==> src/rtl/mem_bist_pkg.sv <==
// mem_bist_pkg: shared state encoding, error width and march pattern for the memory BIST
package mem_bist_pkg;
  typedef enum logic [2:0] {IDLE, WR_UP, RD_UP, WR_DN, RD_DN, DRAIN, DONE} state_t;
  localparam int ERR_W = 8;
  function automatic logic [31:0] pat(input logic [31:0] seed, input logic [31:0] a);
    return seed ^ a;
  endfunction
endpackage

==> src/rtl/mem_bist_if.sv <==
// mem_bist_if: single-port synchronous memory bus between the BIST initiator and the memory
interface mem_bist_if #(parameter int ADDR_W = 4, parameter int DATA_W = 8);
  logic [ADDR_W-1:0] add;
  logic [DATA_W-1:0] data_in;
  logic [DATA_W-1:0] data_out;
  logic              we;
  modport master(output add, data_in, we, input data_out);
  modport slave(input add, data_in, we, output data_out);
endinterface

==> src/rtl/mem_bist_rdpipe.sv <==
// mem_bist_rdpipe: RD_LAT-deep delay line aligning {valid, addr, exp} with the memory read data
module mem_bist_rdpipe #(
  parameter int RD_LAT = 1,
  parameter int ADDR_W = 4,
  parameter int DATA_W = 8
) (
  input  logic              clk,
  input  logic              rst,
  input  logic              d_v,
  input  logic [ADDR_W-1:0] d_a,
  input  logic [DATA_W-1:0] d_e,
  output logic              q_v,
  output logic [ADDR_W-1:0] q_a,
  output logic [DATA_W-1:0] q_e
);
  localparam int W = 1 + ADDR_W + DATA_W;
  logic [W-1:0] stg [RD_LAT];
  always_ff @(posedge clk)
    if (rst)
      for (int i = 0; i < RD_LAT; i++) stg[i] <= '0;
    else begin
      stg[0] <= {d_v, d_a, d_e};
      for (int i = 1; i < RD_LAT; i++) stg[i] <= stg[i-1];
    end
  assign {q_v, q_a, q_e} = stg[RD_LAT-1];
endmodule

==> src/rtl/mem_bist_ctrl.sv <==
// mem_bist_ctrl: 4-phase march BIST initiator with saturating error count and first-failure capture
module mem_bist_ctrl import mem_bist_pkg::*; #(
  parameter int              ADDR_W = 4,
  parameter int              DATA_W = 8,
  parameter int              RD_LAT = 1,
  parameter logic [DATA_W-1:0] SEED = DATA_W'('hA5)
) (
  input  logic              clk,
  input  logic              rst,
  input  logic              start,
  output logic              busy,
  output logic              done,
  output logic              pass,
  output logic [ERR_W-1:0]  err_count,
  output logic [ADDR_W-1:0] fail_addr,
  output logic [DATA_W-1:0] fail_data,
  output logic [DATA_W-1:0] fail_exp,
  mem_bist_if.master        mem
);
  localparam logic [ADDR_W-1:0] LAST = '1;
  localparam int CW = RD_LAT > 1 ? $clog2(RD_LAT) : 1;
  state_t state_q, state_d;
  logic [ADDR_W-1:0] add_d, chk_a;
  logic [DATA_W-1:0] din_d, chk_e, rd_exp;
  logic [CW-1:0] cnt_q, cnt_d;
  logic we_d, go, rd, chk_v, mis;
  function automatic logic [DATA_W-1:0] p(input logic [ADDR_W-1:0] a);
    return DATA_W'(pat(32'(SEED), 32'(a)));
  endfunction
  assign go     = start && (state_q == IDLE || state_q == DONE);
  assign rd     = state_q == RD_UP || state_q == RD_DN;
  assign rd_exp = state_q == RD_UP ? p(mem.add) : ~p(mem.add);
  assign busy   = state_q != IDLE && state_q != DONE;
  assign done   = state_q == DONE;
  assign pass   = done && err_count == '0;
  always_comb begin
    state_d = state_q;
    add_d   = mem.add;
    din_d   = mem.data_in;
    we_d    = 1'b0;
    cnt_d   = cnt_q;
    case (state_q)
      IDLE, DONE: if (start) begin
        state_d = WR_UP;
        add_d   = '0;
        din_d   = p('0);
        we_d    = 1'b1;
      end
      WR_UP: begin
        add_d   = mem.add + 1'b1;
        din_d   = p(add_d);
        we_d    = mem.add != LAST;
        state_d = mem.add == LAST ? RD_UP : WR_UP;
      end
      RD_UP: begin
        add_d   = mem.add == LAST ? LAST : mem.add + 1'b1;
        din_d   = mem.add == LAST ? ~p(LAST) : mem.data_in;
        we_d    = mem.add == LAST;
        state_d = mem.add == LAST ? WR_DN : RD_UP;
      end
      WR_DN: begin
        add_d   = mem.add - 1'b1;
        din_d   = ~p(add_d);
        we_d    = mem.add != '0;
        state_d = mem.add == '0 ? RD_DN : WR_DN;
      end
      RD_DN: begin
        add_d   = mem.add == '0 ? mem.add : mem.add - 1'b1;
        cnt_d   = CW'(RD_LAT - 1);
        state_d = mem.add == '0 ? DRAIN : RD_DN;
      end
      DRAIN: begin
        cnt_d   = cnt_q - 1'b1;
        state_d = cnt_q == '0 ? DONE : DRAIN;
      end
      default: state_d = IDLE;
    endcase
  end
  always_ff @(posedge clk)
    if (rst) begin
      state_q     <= IDLE;
      mem.add     <= '0;
      mem.data_in <= '0;
      mem.we      <= 1'b0;
      cnt_q       <= '0;
    end else begin
      state_q     <= state_d;
      mem.add     <= add_d;
      mem.data_in <= din_d;
      mem.we      <= we_d;
      cnt_q       <= cnt_d;
    end
  mem_bist_rdpipe #(.RD_LAT(RD_LAT), .ADDR_W(ADDR_W), .DATA_W(DATA_W)) u_rdpipe (
    .clk(clk), .rst(rst),
    .d_v(rd), .d_a(mem.add), .d_e(rd_exp),
    .q_v(chk_v), .q_a(chk_a), .q_e(chk_e)
  );
  assign mis = chk_v && mem.data_out != chk_e;
  // only the first mismatch of a run is captured, identified by the count still being zero
  always_ff @(posedge clk)
    if (rst || go) begin
      err_count <= '0;
      fail_addr <= '0;
      fail_data <= '0;
      fail_exp  <= '0;
    end else if (mis) begin
      err_count <= err_count + ERR_W'(err_count != '1);
      if (err_count == '0) begin
        fail_addr <= chk_a;
        fail_data <= mem.data_out;
        fail_exp  <= chk_e;
      end
    end
endmodule

==> src/flat_wrapper.sv <==
// flat-port wrapper written by rule: the top's interface ports become plain ports
module mem_bist_ctrl_flat import mem_bist_pkg::*;
#(
  parameter int              ADDR_W = 4,
  parameter int              DATA_W = 8,
  parameter int              RD_LAT = 1,
  parameter logic [DATA_W-1:0] SEED = DATA_W'('hA5)
)
  (clk, rst, start, busy, done, pass, err_count, fail_addr, fail_data, fail_exp, mem_add, mem_data_in, mem_we, mem_data_out);
  mem_bist_if #(.ADDR_W(ADDR_W), .DATA_W(DATA_W)) mem_i ();
  input  logic clk;
  input  logic rst;
  input  logic start;
  output logic busy;
  output logic done;
  output logic pass;
  output logic [ERR_W-1:0] err_count;
  output logic [ADDR_W-1:0] fail_addr;
  output logic [DATA_W-1:0] fail_data;
  output logic [DATA_W-1:0] fail_exp;
  output wire logic [$bits(mem_i.add)-1:0] mem_add;
  output wire logic [$bits(mem_i.data_in)-1:0] mem_data_in;
  output wire logic [$bits(mem_i.we)-1:0] mem_we;
  input wire logic [$bits(mem_i.data_out)-1:0] mem_data_out;
  assign mem_add = mem_i.add;
  assign mem_data_in = mem_i.data_in;
  assign mem_we = mem_i.we;
  assign mem_i.data_out = mem_data_out;
  mem_bist_ctrl #(.ADDR_W(ADDR_W), .DATA_W(DATA_W), .RD_LAT(RD_LAT), .SEED(SEED)) u_core (.clk(clk), .rst(rst), .start(start), .busy(busy), .done(done), .pass(pass), .err_count(err_count), .fail_addr(fail_addr), .fail_data(fail_data), .fail_exp(fail_exp), .mem(mem_i));
endmodule
==> config.mk <==
export PLATFORM = sky130hd
export DESIGN_NAME = mem_bist_ctrl_flat
export DESIGN_NICKNAME = d
export VERILOG_FILES = /design/src/rtl/mem_bist_pkg.sv /design/src/rtl/mem_bist_if.sv /design/src/rtl/mem_bist_rdpipe.sv /design/src/rtl/mem_bist_ctrl.sv /design/src/flat_wrapper.sv
export SDC_FILE = /design/constraint.sdc
export NUM_CORES = 1
export LEC_CHECK = 0
export BUFFER_PORTS_ARGS = -buffer_cell sky130_fd_sc_hd__buf_4
export CORE_UTILIZATION = 55
export CTS_BUF_LIST = sky130_fd_sc_hd__clkbuf_2 sky130_fd_sc_hd__clkbuf_4 sky130_fd_sc_hd__clkbuf_8
export CTS_CLUSTER_SIZE = 8
export DETAILED_ROUTE_END_ITERATION = 7
export PLACE_DENSITY = 0.91
export SYNTH_ARGS = -nofsm -noshare
export SYNTH_HDL_FRONTEND = slang
export SYNTH_SLANG_ARGS = --single-unit
==> constraint.sdc <==
create_clock -name clk -period 2.4 [get_ports clk]
set_clock_uncertainty 0.15 [all_clocks]
set_input_delay 0 -clock clk [delete_from_list [all_inputs] [get_ports clk]]
set_output_delay 0 -clock clk [all_outputs]
set_load 0.005 [all_outputs]
# After elaboration in Yosys (flattened, before gate mapping)
# Memory sizes are Yosys's and may differ from the RTL's.
# Index checks and enable logic that the tools add are counted.
# classes
add_sub_neg	4
eq_ne	14
mux	23
n_bitwise	5
reduce_logical	20
# op_table
operator	n
$pmux 8 s4	1
$mux 8	3
$pmux 4 s5	1
$pmux 3 s6	1
$not 8->8	2
$mux 13	1
$reduce_or 13->1	1
$mux 4	3
$not 2->4	3
$eq 3x3->1 const B	3
$add 8x1->8	1
$logic_not 8->1	1
$ne 8x8->1	1
$ne 8x8->1 const B	1
$reduce_bool 4->1	2
$mux 1	7
$eq 3x2->1 const B	2
$mux 3	2
$ne 2x2->1 const B	3
$reduce_and 3->1	2
$reduce_bool 5->1	1
$add 4x1->4 const B	1
$eq 4x4->1 const B	1
$logic_and 1x1->1	4
15 further kinds	18
# totals
reg_bits	45
ram_bits	13
inputBits	11
output_inout_bits	44
mem_count	1
# memory_table
name	words	word_bits	rd	rd_ports_with_merged_regs	wr	line	rtl
u_core.u_rdpipe.stg	1	13	1	0	1	mem_bist_rdpipe.sv:17	logic [W-1:0] stg [RD_LAT];

# Depth between registers and ports, before layout
# depth
word_depth	4
depth_mapped	8
depth_no_buf	8

# Hierarchy
# A second synthesis with hierarchy kept.
# unflattened
hier_cells	349
hier_area_um2	3062.9
# by_module_without_submodules
module	n_inst	cells_per_inst	area_per_inst_um2	seq_area_each_um2
mem_bist_ctrl	1	322	2667.6	860.8
mem_bist_rdpipe	1	27	395.4	260.2

# Worst setup path after synthesis
# Ideal clock, no wire load.
# synth_path
kind	reg2reg
from	register u_core.mem.add[0]
to	register u_core.state_q[0]
arrival_ps	1837
slack_ps	321
stages_incl_launch_ff	8
period_less_slack_ps	2079
path_cell_list	dfxtp_1 clkbuf_1 inv_1 ha_1 nor3b_1 nor2_1 mux4_2 nor4_1
# synth_between
elab_chain_len	3
word_cells_on_any_way	7
cone_classes	1 x eq/ne; 5 x mux; 1 x reduce/logical
# synth_lines
element	line	rtl
start: declaration	mem_bist_if.sv:7	modport master(output add, data_in, we, input data_out);
start signal: assignment	mem_bist_ctrl.sv:82	mem.add <= '0;
start signal: assignment	mem_bist_ctrl.sv:88	mem.add <= add_d;
$eq 4x4->1 / $logic_not 4->1 (equally long branches)	--	
$mux 1 (tied with other cells)	mem_bist_ctrl.sv:59	state_d = mem.add == LAST ? WR_DN : RD_UP;
$pmux 3 s6 *	mem_bist_ctrl.sv:42	case (state_q)
end signal: assignment	mem_bist_ctrl.sv:87	state_q <= state_d;
end: declaration	mem_bist_ctrl.sv:22	state_t state_q, state_d;
# Mark *: on every way between the ends. The rest lies on a longest branch, timed or not.
# A chain may end at the register's enable or synchronous reset.

# Final worst setup path
# Ends and elaborated chain as after synthesis.

==> qor.yml <==
finish:
  syn_to_final_growth_pct: 22.4
  final_layout_size_suffix_gt1_share_pct: 22.7
  diodes: 0
  fillers: 364
  finalNetCount: 385
  final_util_pct: 70.4
global_route:
  grtUsageMet1_pct: 32.1
  grt_max_degree: 53
  grt_pass1_wl_mm: 11.0
  overflow: 0
  top_usage_layer: "met2"
  met2_usage_pct: 45.4
  antenna_found_initial: 0
  grtUsageMet3_pct: 5.14
  grt_pass1_vias: 2386
  grt_use_total_pct: 26.5
cts:
  clk_path_buf_depth: 2
  post_cts.repair.setup_buffers: 0
  clock_sinks: 52
  clk_latency_ns: 0.30
  cts_tree: "built"
  numCtsBuffers: 5
  clockRootBuffer: "clkbuf_8"
  cts.reportedPaths.clkPinSlew_ns: 0.09
  cts_max_level: 2
yosys:
  ys.warnings.count: 0
  synth_area_leaders: "dfxtp_1 38%, mux2i_1 9.9%, nand2_1 8.5%"
  synth_top_area_share_pct: 38.0
  synthDistinctLibCells: 55
  syn_avg_cell_area_um2: 8.63
  synth_ff_type: "dfxtp_1"
  netlist_instances: 317
  synth_seq_area_share_pct: 38.0
  synth_area_um2: 2740
  synth_fp_nets: 333
  synth-edff-count: 0
  synth-seq-cells: 52
  ys_async_sr_fraction_pct: 0
  synth.largest_area_cell: "dfxtp_1"
min_path:
  worstHoldEndpoint: "u_core.fail_addr[2]$_SDFFE_PP0P_"
  hold_path_depth: 2
  hp-class: "reg2reg"
  hp-start: "u_core.u_rdpipe.stg[0][10]$_SDFF_PP0_"
timing:
  tns_ns: 0
  finalHoldViolations: 0
  fin_crit_sh_pct: 90.6
  slew_violations: 0
  clock.fmax_mhz: 460
  rsz0062_at_grt: "false"
  period_minus_slack_ns: 2.17
  tightest_slew_ns: 0.570
  relSlewSlack_pct: 61.8
  final-setup-viol-count: 0
worst_setup_path:
  crit_fanout: 13
  endpoint_kind: "flip-flop"
  start_kind: "flip-flop"
  cp.required_ns: 2.46
  criticalPathCategory: "reg2reg"
  arrival_ns: 2.24
  reg2reg_to: "u_core.state_q[0]$_SDFFE_PP0P_"
  timing.reg2reg.setup_slack_ns: 0.23
  rr_startpoint: "u_core.mem.add[0]$_SDFFE_PP0P_"
  ff2ff_path_depth: 6
routing:
  drtAntennaViolNets: 0
  num_vias: 2458
  drc_errors: 0
  drt_iter0_drc: 164
  routed_wl_mm: 6.57
  routedWlPerCell_um: 15.0
  routed_via_density: 5.62
  dr.pass1.iters: 4
power_and_ir_drop:
  p_per_area_nw_per_um2: 472
  p_leak_uw: 0.00132
  ir_worst_vdd_mv: 0.237
place:
  hpwl_mm: 4.37
  io_buffers: 54
  place_congestion: 0.933
die:
  fp.dieH_um: 72.5
  dieArea_um2: 5260
  ios: 55
  fp-row-count: 25
  start_util_pct: 57.6
  core_area_um2: 4750
  chipWidth_um: 72.5
job:
  maxCapViolCount: 0
status:
  status: "complete, no violations"
## cells in the mapped netlist, drive strengths merged (2+ instances only)
master and count:
nand2 62, dfxtp 52, mux2i 27, buf 18
nor2 15, a21oi 13, o21ai 10, xnor2 10
inv 9, clkbuf 8, nand2b 6, nand3 6
xor2 6, ha 5, nand4 5, nor4 5
a31oi 4, nor2b 4, nor3 4, o22ai 4
a22o 3, a22oi 3, and3 3, o32ai 3
a211oi 2, a311oi 2, a32oi 2, and2 2
nor3b 2, o221a 2, or2 2, or3 2
## cell usage in the layout, fill, tap and decap left out, types with 3 or more instances in the layout
cell type	netlist	final
a21oi_1	12	12
a22o_1	3	3
a22oi_1	3	3
a31oi_1	4	3
and3_1	3	3
buf_4	6	61
clkbuf_8	0	5
dfxtp_1	52	52
dlygate4sd3_1	0	10
ha_1	5	5
inv_1	9	9
mux2i_1	27	27
nand2_1	62	62
nand2b_1	6	6
nand3_1	6	6
nand4_1	5	5
nor2_1	15	15
nor2b_1	4	4
nor3_1	4	4
nor4_1	5	5
o21ai_0	10	10
o22ai_1	4	4
o32ai_1	3	3
xnor2_1	10	10
xor2_1	6	6
## flip-flops by register name, summed over array words and instances (netlist names)
register	count
u_core.u_rdpipe.stg	11
u_core.mem.data_in	6
u_core.mem.we	1
u_core.mem.add	4
u_core.state_q	3
u_core.err_count	8
u_core.fail_data	8
u_core.fail_exp	6
u_core.fail_addr	4
u_core.cnt_q	1
## final cells by class
type / instances / area (um^2) / area share, %
clock buffers: 6 / 76.3 / 2.28
clock inverters: 2 / 16.3 / 0.486
inverters: 10 / 37.5 / 1.12
multi-input cells: 228 / 1520 / 45.3
flip-flops and latches: 52 / 1040 / 31.1
well taps: 67 / 83.8 / 2.50
repair buffers: 72 / 578 / 17.3
## where the power goes
part | switching [uW] | internal, uW | leakage, uW
sequential | 14.1 | 876 | 0.000422
clock | 288 | 219 | 0.0000448
combinational | 99.6 | 82.6 | 0.000849
total | 402 | 1180 | 0.00132
## timing repair
action | in CTS | in global routing
setup endpoints to repair | 0 | 1
hold endpoints to repair | 25 | 0
gates resized for setup | 0 | 1
hold buffers | 10 | 0
## per-stage QoR
step / worst slack (ns) / hold slack (ns) / instances / total power, uW / instance area (um^2)
6_report: 0.225 / 0.302 / 437 / 1580 / 3350
3_5_place_dp: 0.146 / 0.134 / 419 / 1080 / 3150
4_1_cts: 0.127 / 0.303 / 437 / 1580 / 3340
5_1_grt: 0.0828 / 0.314 / 437 / 1640 / 3350
3_3_place_gp: 0.274 / 0.124 / 419 / 1070 / 3150
2_1_floorplan: 0.321 / -0.00790 / 317 / 1010 / 2740
## worst max-delay path, stage by stage (launching register included)
cell and delay (ns):
dfxtp_1 0.62, inv_1 0.15, ha_1 0.24, or3b_2 0.20, nand2_1 0.07, mux4_2 0.47, nor4_1 0.19
## cell families (layout without fill, tap and decap cells)
family          after synthesis  count (layout)  share of synthesized area (%)
simple gates                121             121                           20.9
buf+inv                      37              90                           7.32
compound gates               57              57                           15.2
xor+xnor                     16              16                           5.12
mux                          29              29                           11.1
flops                        52              52                           38.0
fa+ha+maj                     5               5                           2.29
## routing by layer
| layer | share of wire [%] | routed length, um |
|---|---|---|
| met1 | 42 | 2780 |
| met2 | 51 | 3330 |
| met3 | 5.1 | 335 |
| met4 | 1.9 | 127 |
| met5 | 0 | 0 |
## worst max path at each step
| stage | from | endpoint | slack [ns] | cells past startpoint |
|---|---|---|---|---|
| after floorplan | u_core.mem.add[0]$_SDFFE_PP0P_ | u_core.state_q[0]$_SDFFE_PP0P_ | 0.32 | 7 |
| after detailed placement | u_core.mem.add[0]$_SDFFE_PP0P_ | u_core.state_q[0]$_SDFFE_PP0P_ | 0.15 | 6 |
| final | u_core.mem.add[0]$_SDFFE_PP0P_ | u_core.state_q[0]$_SDFFE_PP0P_ | 0.23 | 6 |
| after CTS | u_core.mem.add[0]$_SDFFE_PP0P_ | u_core.state_q[0]$_SDFFE_PP0P_ | 0.13 | 6 |
| after global placement | u_core.mem.add[0]$_SDFFE_PP0P_ | u_core.state_q[0]$_SDFFE_PP0P_ | 0.27 | 6 |
| after global routing | u_core.mem.add[0]$_SDFFE_PP0P_ | u_core.state_q[0]$_SDFFE_PP0P_ | 0.08 | 6 |
Power figures use the tool's default switching activity.
